$ cat src/rtl/tt_scan_pkg.sv
// Shared definitions for the truth-table scanner slice.
//   state_e      : scanner FSM states
//   ROW_W/CODE_W : row index width and truth-table code width
//   LAST_ROW     : final row of a 3-input table
//   row_to_bit() : maps a row index to its bit position in the code (row 0 -> MSB)
//   SETTLE_MIN / SAMPLES_MIN : lower bounds for the scanner parameters
package tt_scan_pkg;

  localparam int ROW_W       = 3;
  localparam int CODE_W      = 8;
  localparam int SETTLE_MIN  = 1;
  localparam int SAMPLES_MIN = 1;

  localparam logic [ROW_W-1:0] LAST_ROW = '1;

  typedef enum logic [1:0] {
    ST_IDLE,
    ST_SETTLE,
    ST_SAMPLE,
    ST_DONE
  } state_e;

  function automatic logic [ROW_W-1:0] row_to_bit(input logic [ROW_W-1:0] row);
    return ROW_W'(CODE_W - 1) - row;
  endfunction

endpackage

$ cat src/rtl/tt_phase_counter.sv
// Loadable down-counter with terminal-count flag, shared by the settle and
// sample phases of the scanner.
//   clk, rst_n   : clock, async active-low reset
//   i_load       : load i_load_val (has priority over counting)
//   i_load_val   : phase length in cycles
//   i_en         : decrement while nonzero
//   o_count      : current count
//   o_tc         : high on the last cycle of the phase (count == 1)
module tt_phase_counter #(
  parameter int W = 3
) (
  input  logic         clk,
  input  logic         rst_n,
  input  logic         i_load,
  input  logic [W-1:0] i_load_val,
  input  logic         i_en,
  output logic [W-1:0] o_count,
  output logic         o_tc
);

  logic [W-1:0] r_count;

  always_ff @(posedge clk or negedge rst_n) begin
    if (!rst_n) begin
      r_count <= '0;
    end else if (i_load) begin
      r_count <= i_load_val;
    end else if (i_en && (r_count != '0)) begin
      r_count <= r_count - W'(1);
    end
  end

  assign o_count = r_count;
  assign o_tc    = (r_count == W'(1));

endmodule

$ cat src/rtl/truth_table_scanner.sv
// Drives a 3-input truth-table gate through all 8 rows, waits a settle
// window per row, samples the gate output several times and assembles the
// 8-bit truth-table code, then compares it with a latched expected code.
//   clk, rst_n   : clock, async active-low reset
//   start        : scan request (accepted only when idle)
//   expected     : expected code, latched on start
//   dut_out      : output of the gate under test
//   in1/in2/in3  : gate inputs, {in1,in2,in3} = row index
//   busy         : scan in progress
//   done         : one-cycle completion pulse
//   code         : captured code, code[7-row] = row result
//   match        : code equals expected and all rows were stable
//   unstable     : some row produced disagreeing samples
module truth_table_scanner
  import tt_scan_pkg::*;
#(
  parameter int SETTLE_CYCLES = 4,
  parameter int SAMPLES       = 3
) (
  input  logic              clk,
  input  logic              rst_n,
  input  logic              start,
  input  logic [CODE_W-1:0] expected,
  input  logic              dut_out,
  output logic              in1,
  output logic              in2,
  output logic              in3,
  output logic              busy,
  output logic              done,
  output logic [CODE_W-1:0] code,
  output logic              match,
  output logic              unstable
);

  localparam int CNT_MAX = (SETTLE_CYCLES > SAMPLES) ? SETTLE_CYCLES : SAMPLES;
  localparam int CNT_W   = $clog2(CNT_MAX + 1);

  localparam logic [CNT_W-1:0] SETTLE_LD  = CNT_W'(SETTLE_CYCLES);
  localparam logic [CNT_W-1:0] SAMPLES_LD = CNT_W'(SAMPLES);

  if (SETTLE_CYCLES < SETTLE_MIN) begin : g_bad_settle
    $error("truth_table_scanner: SETTLE_CYCLES must be >= 1");
  end
  if (SAMPLES < SAMPLES_MIN) begin : g_bad_samples
    $error("truth_table_scanner: SAMPLES must be >= 1");
  end

  state_e r_state, w_state_nxt;

  logic [ROW_W-1:0]  r_row;
  logic [CODE_W-1:0] r_expected;
  logic [CODE_W-1:0] r_code_acc;
  logic              r_unst_acc;
  logic              r_first_bit;
  logic [CODE_W-1:0] r_code;
  logic              r_match;
  logic              r_unstable;

  logic              w_cnt_load;
  logic [CNT_W-1:0]  w_cnt_load_val;
  logic              w_cnt_en;
  logic [CNT_W-1:0]  w_cnt;
  logic              w_cnt_tc;
  logic              w_accept;
  logic              w_row_inc;
  logic              w_finish;
  logic              w_to_idle;

  logic              w_first;
  logic              w_diff;
  logic [CODE_W-1:0] w_code_nxt;
  logic              w_unst_nxt;

  tt_phase_counter #(
    .W (CNT_W)
  ) u_phase_cnt (
    .clk        (clk),
    .rst_n      (rst_n),
    .i_load     (w_cnt_load),
    .i_load_val (w_cnt_load_val),
    .i_en       (w_cnt_en),
    .o_count    (w_cnt),
    .o_tc       (w_cnt_tc)
  );

  always_ff @(posedge clk or negedge rst_n) begin
    if (!rst_n) begin
      r_state <= ST_IDLE;
    end else begin
      r_state <= w_state_nxt;
    end
  end

  always_comb begin
    w_state_nxt    = r_state;
    w_cnt_load     = 1'b0;
    w_cnt_load_val = SETTLE_LD;
    w_cnt_en       = 1'b0;
    w_accept       = 1'b0;
    w_row_inc      = 1'b0;
    w_finish       = 1'b0;
    w_to_idle      = 1'b0;
    unique case (r_state)
      ST_IDLE: begin
        if (start) begin
          w_state_nxt = ST_SETTLE;
          w_cnt_load  = 1'b1;
          w_accept    = 1'b1;
        end
      end
      ST_SETTLE: begin
        w_cnt_en = 1'b1;
        if (w_cnt_tc) begin
          w_state_nxt    = ST_SAMPLE;
          w_cnt_load     = 1'b1;
          w_cnt_load_val = SAMPLES_LD;
        end
      end
      ST_SAMPLE: begin
        w_cnt_en = 1'b1;
        if (w_cnt_tc) begin
          if (r_row == LAST_ROW) begin
            w_state_nxt = ST_DONE;
            w_finish    = 1'b1;
          end else begin
            w_state_nxt = ST_SETTLE;
            w_cnt_load  = 1'b1;
            w_row_inc   = 1'b1;
          end
        end
      end
      ST_DONE: begin
        w_state_nxt = ST_IDLE;
        w_to_idle   = 1'b1;
      end
      default: w_state_nxt = ST_IDLE;
    endcase
  end

  // The counter still holds the full SAMPLES value on the first sample edge.
  // Next-accumulator values are formed combinationally so the final sample
  // of row 7 is folded into the outputs on the same edge that enters DONE.
  always_comb begin
    w_first    = (r_state == ST_SAMPLE) && (w_cnt == SAMPLES_LD);
    w_diff     = (r_state == ST_SAMPLE) && !w_first && (dut_out != r_first_bit);
    w_code_nxt = r_code_acc;
    if (w_first) begin
      w_code_nxt[row_to_bit(r_row)] = dut_out;
    end
    w_unst_nxt = r_unst_acc | w_diff;
  end

  always_ff @(posedge clk or negedge rst_n) begin
    if (!rst_n) begin
      r_row       <= '0;
      r_expected  <= '0;
      r_code_acc  <= '0;
      r_unst_acc  <= 1'b0;
      r_first_bit <= 1'b0;
      r_code      <= '0;
      r_match     <= 1'b0;
      r_unstable  <= 1'b0;
    end else begin
      if (w_accept) begin
        r_row       <= '0;
        r_expected  <= expected;
        r_code_acc  <= '0;
        r_unst_acc  <= 1'b0;
        r_first_bit <= 1'b0;
      end
      if (r_state == ST_SAMPLE) begin
        r_code_acc <= w_code_nxt;
        r_unst_acc <= w_unst_nxt;
        if (w_first) begin
          r_first_bit <= dut_out;
        end
      end
      if (w_row_inc) begin
        r_row <= r_row + ROW_W'(1);
      end
      if (w_finish) begin
        r_code     <= w_code_nxt;
        r_unstable <= w_unst_nxt;
        r_match    <= (w_code_nxt == r_expected) && !w_unst_nxt;
      end
      if (w_to_idle) begin
        r_row <= '0;
      end
    end
  end

  assign {in1, in2, in3} = r_row;
  assign busy     = (r_state == ST_SETTLE) || (r_state == ST_SAMPLE);
  assign done     = (r_state == ST_DONE);
  assign code     = r_code;
  assign match    = r_match;
  assign unstable = r_unstable;

endmodule

$ cat config.mk
export PLATFORM = sky130hd
export DESIGN_NAME = truth_table_scanner
export DESIGN_NICKNAME = d
export VERILOG_FILES = /design/src/rtl/tt_scan_pkg.sv /design/src/rtl/tt_phase_counter.sv /design/src/rtl/truth_table_scanner.sv
export SDC_FILE = /design/constraint.sdc
export NUM_CORES = 1
export LEC_CHECK = 0
export ABC_AREA = 1
export BUFFER_PORTS_ARGS = -buffer_cell sky130_fd_sc_hd__buf_2
export CORE_MARGIN = 3
export CORE_UTILIZATION = 50
export CTS_BUF_LIST = sky130_fd_sc_hd__clkbuf_8
export CTS_CLUSTER_DIAMETER = 200
export CTS_CLUSTER_SIZE = 8
export DETAILED_ROUTE_END_ITERATION = 8
export PLACE_DENSITY = 0.72
export SLEW_MARGIN = 5
export SYNTH_ARGS = -nofsm -noshare
export SYNTH_HDL_FRONTEND = slang
export SYNTH_SLANG_ARGS = --single-unit
$ cat constraint.sdc
create_clock -name clk -period 2.8 [get_ports clk]
set_input_delay 0.56 -clock clk [delete_from_list [all_inputs] [get_ports clk]]
set_output_delay 0.56 -clock clk [all_outputs]
set_load 0.005 [all_outputs]
==> impl_metrics.py <==
metrics = {
    "floorplan": {
        "die_x_microns": 69.5,
        "ios": 27,
        "die_y_microns": 69.5,
        "initial_core_util": 0.534,
        "dieArea_sq_um": 4820,
        "design.core.area_sq_um": 3770,
        "num_rows": 22,
    },
    "clock_tree": {
        "numCtsBuffers": 5,
        "clk_pin_slew_ns": 0.08,
        "clock-sinks": 36,
        "cts_resized": 0,
        "cts-root-buf": "clkbuf_8",
        "clk_latency_ns": 0.29,
        "htree_levels": 2,
        "cts_setup_buffers": 0,
        "ctsHoldBuffers": 0,
        "cts_tree": "yes",
        "clockBufferDepth": 2,
    },
    "logic_synthesis": {
        "ys_types": 31,
        "synthesis.area_sq_um": 2010,
        "synth-seq-cells": 36,
        "syn-num-nets": 270,
        "synth_area_per_cell_sq_um": 8.15,
        "synthCells": 247,
        "seq_area_frac_synth": 0.447,
        "ys_warn_count": 0,
    },
    "placement": {
        "place_ws_ns": 0.587,
        "portBuffers": 26,
        "finalWeightedCongestion": 0.837,
        "dp_hpwl_microns": 3030,
    },
    "setup_path": {
        "worst-path-buf-inv": 1,
        "path_cells": "inv_1 > ha_1 > nand3_2 > nor2_1 > nand2_1 > nand2_1 > nand2_1 > nand2_1 > nand3_1 > nor2_1 > nand2_1 > nand2_1",
        "worstPathMaxFanout": 14,
        "critPathRequiredTime_ns": 3.03,
        "arrival_ns": 2.45,
        "path_class": "reg2reg",
        "cp_slowest_cell": "ha_1",
        "cp_common_cell": "nand2_1",
        "cp-end-kind": "flip-flop",
        "max_stage_delay_ns": 0.43,
        "cp_top_family": "simple AND/OR/NAND/NOR gates",
        "critPathLaunchType": "flip-flop",
    },
    "route": {
        "drtIter0Drc": 129,
        "drc": 0,
        "via_per_inst": 5.14,
        "detailroute.via_count": 1661,
        "wl_per_cell_microns": 12.7,
        "antenna_left": 0,
        "drt_pass1_iterations": 4,
        "drt_wl_total_microns": 4110,
    },
    "timing": {
        "setup_violations": 0,
        "hold_viol_final": 0,
        "slew_violations": 0,
        "slew_headroom": 0.483,
        "timing.final.ws_setup_ns": 0.589,
        "fin_tns_setup_ns": 0,
        "timing.final.crit_share": 0.790,
        "finClkSkew_ns": 0.0122,
        "clock.fmax_mhz": 452,
        "hold_ws_ns": 0.338,
        "fin_crit_ns": 2.21,
        "tightest_slew_ns": 0.775,
        "rsz0062_at_grt": "no",
    },
    "power": {
        "peakVddDrop_mv": 0.556,
        "p_leak_uw": 0.00115,
        "pwr-share-comb": 0.382,
        "power_switching_uw": 744,
        "cellPowerDensity_nw_per_um2": 864,
        "p_seq_frac": 0.367,
        "pwr-share-clk": 0.251,
        "switching_share": 0.375,
        "cellInternalPower_uw": 1240,
    },
    "global_routing": {
        "grt_max_degree": 37,
        "antenna_found_initial": 0,
        "grt_remaining_overflow": 0,
        "grt_pass1_vias": 1552,
        "track_usage": 0.179,
        "grt_pass1_wl_microns": 6980,
    },
    "job": {
        "cap_viol_max_count": 0,
    },
    "final_layout": {
        "num-nets-final": 297,
        "n_fill_cell": 331,
        "drive_gt1_frac": 0.189,
        "diodes": 0,
        "finish.utilization": 0.608,
        "area_growth_pct": 13.9,
    },
    "run_status": {
        "outcome": "finished clean",
    },
    "hold_path": {
        "min-delay-path-class": "in2async",
    },
}
-- final cells by class --
| type | count | area (sq um) | share of cell area |
|---|---|---|---|
| Tap cell | 48 | 60.1 | 0.0262 |
| Clock buffer | 7 | 96.3 | 0.0420 |
| Sequential cell | 36 | 901 | 0.393 |
| Clock inverter | 1 | 30.0 | 0.0131 |
| Inverter | 31 | 119 | 0.0518 |
| Multi-Input combinational cell | 173 | 950 | 0.414 |
| Timing Repair Buffer | 27 | 138 | 0.0600 |
-- worst register-to-register path: cells and delay by family (launching register included) --
kind / cells / cell delay (ns)
adder cells (fa/ha/maj): 1 / 0.43
flip-flops: 1 / 0.41
AND/OR/NAND/NOR: 10 / 1.18
buffers and inverters: 1 / 0.13
-- layer usage --
layer  track usage  wire length, microns  vias up
li1              -                     -      856
met1         0.246                  1960      763
met2         0.284                  1900       35
met3        0.0319                   194        7
met4        0.0586                    52        0
met5             0                     0        -
-- cell usage after synthesis, drive strengths merged --
library cell | number | area [sq um]
mux2 | 3 | 33.8
xor2 | 2 | 17.5
o21ai | 21 | 113
nor2 | 22 | 95.1
a31oi | 3 | 18.8
ha | 11 | 138
nand4 | 2 | 12.5
or2 | 1 | 6.26
o22ai | 7 | 43.8
a22oi | 1 | 7.51
dfrtp | 36 | 901
buf | 3 | 27.5
a21oi | 10 | 61.3
clkbuf | 4 | 16.3
nand3b | 3 | 22.5
nor3 | 2 | 21.3
nand2 | 63 | 244
inv | 31 | 119
nand3 | 22 | 115
-- placed cells by master, fill, tap and decap left out, types with 2 or more instances in the layout --
cell type	instances
a21oi_1	9
a31oi_1	3
buf_2	26
clkbuf_8	7
dfrtp_1	36
ha_1	11
inv_1	28
inv_2	2
mux2_2	3
nand2_1	60
nand2_2	3
nand3_1	21
nand3b_1	3
nand4_1	2
nor2_1	19
nor2_2	2
o21ai_0	15
o21ai_1	4
o21ai_2	2
o22ai_1	7
xor2_1	2
-- power groups by stage --
stage	Clock [uW]	Sequential [uW]	Combinational, uW
after floorplan	0	711	607
after global placement	0	732	748
after detailed placement	0	736	756
after CTS	503	727	762
after global routing	526	745	858
final	498	727	757
-- cell families after synthesis --
family / synth area share
muxes: 0.0168
AOI/OAI and AO/OA: 0.121
and+or+nand+nor: 0.257
buffers and inverters: 0.0808
adders and majority gates: 0.0684
DFF: 0.447
xor gates and xnor gates: 0.00870
-- sequential cells by signal (all words and copies together) (netlist names) --
signal,cells
code,8
match,1
r_code_acc,8
r_expected,8
r_first_bit,1
r_row,3
r_state,2
r_unst_acc,1
u_phase_cnt.o_count,3
unstable,1
-- path summary, 6_finish.rpt --
path / from / to / slack, ns / cells after the start
worst max-delay path: r_state[0] / match / 0.59 / 12
worst min-delay path: rst_n / r_expected[6] / 0.34 / 1
worst max register to register: r_state[0] / match / 0.59 / 12
worst min register to register: code[2] / code[2] / 0.48 / 2
max in group asynchronous: rst_n / r_code_acc[3] / 1.96 / 1
min in group clk: code[2] / code[2] / 0.48 / 2
-- stage by stage --
step,cell area [sq um],instances,total power [uW]
final,2290,323,1980
after floorplan,2010,247,1320
after CTS,2290,323,1990
after global placement,2170,315,1480
after detailed placement,2170,315,1490
after global routing,2290,323,2130
(Power assumes the default switching activity.)
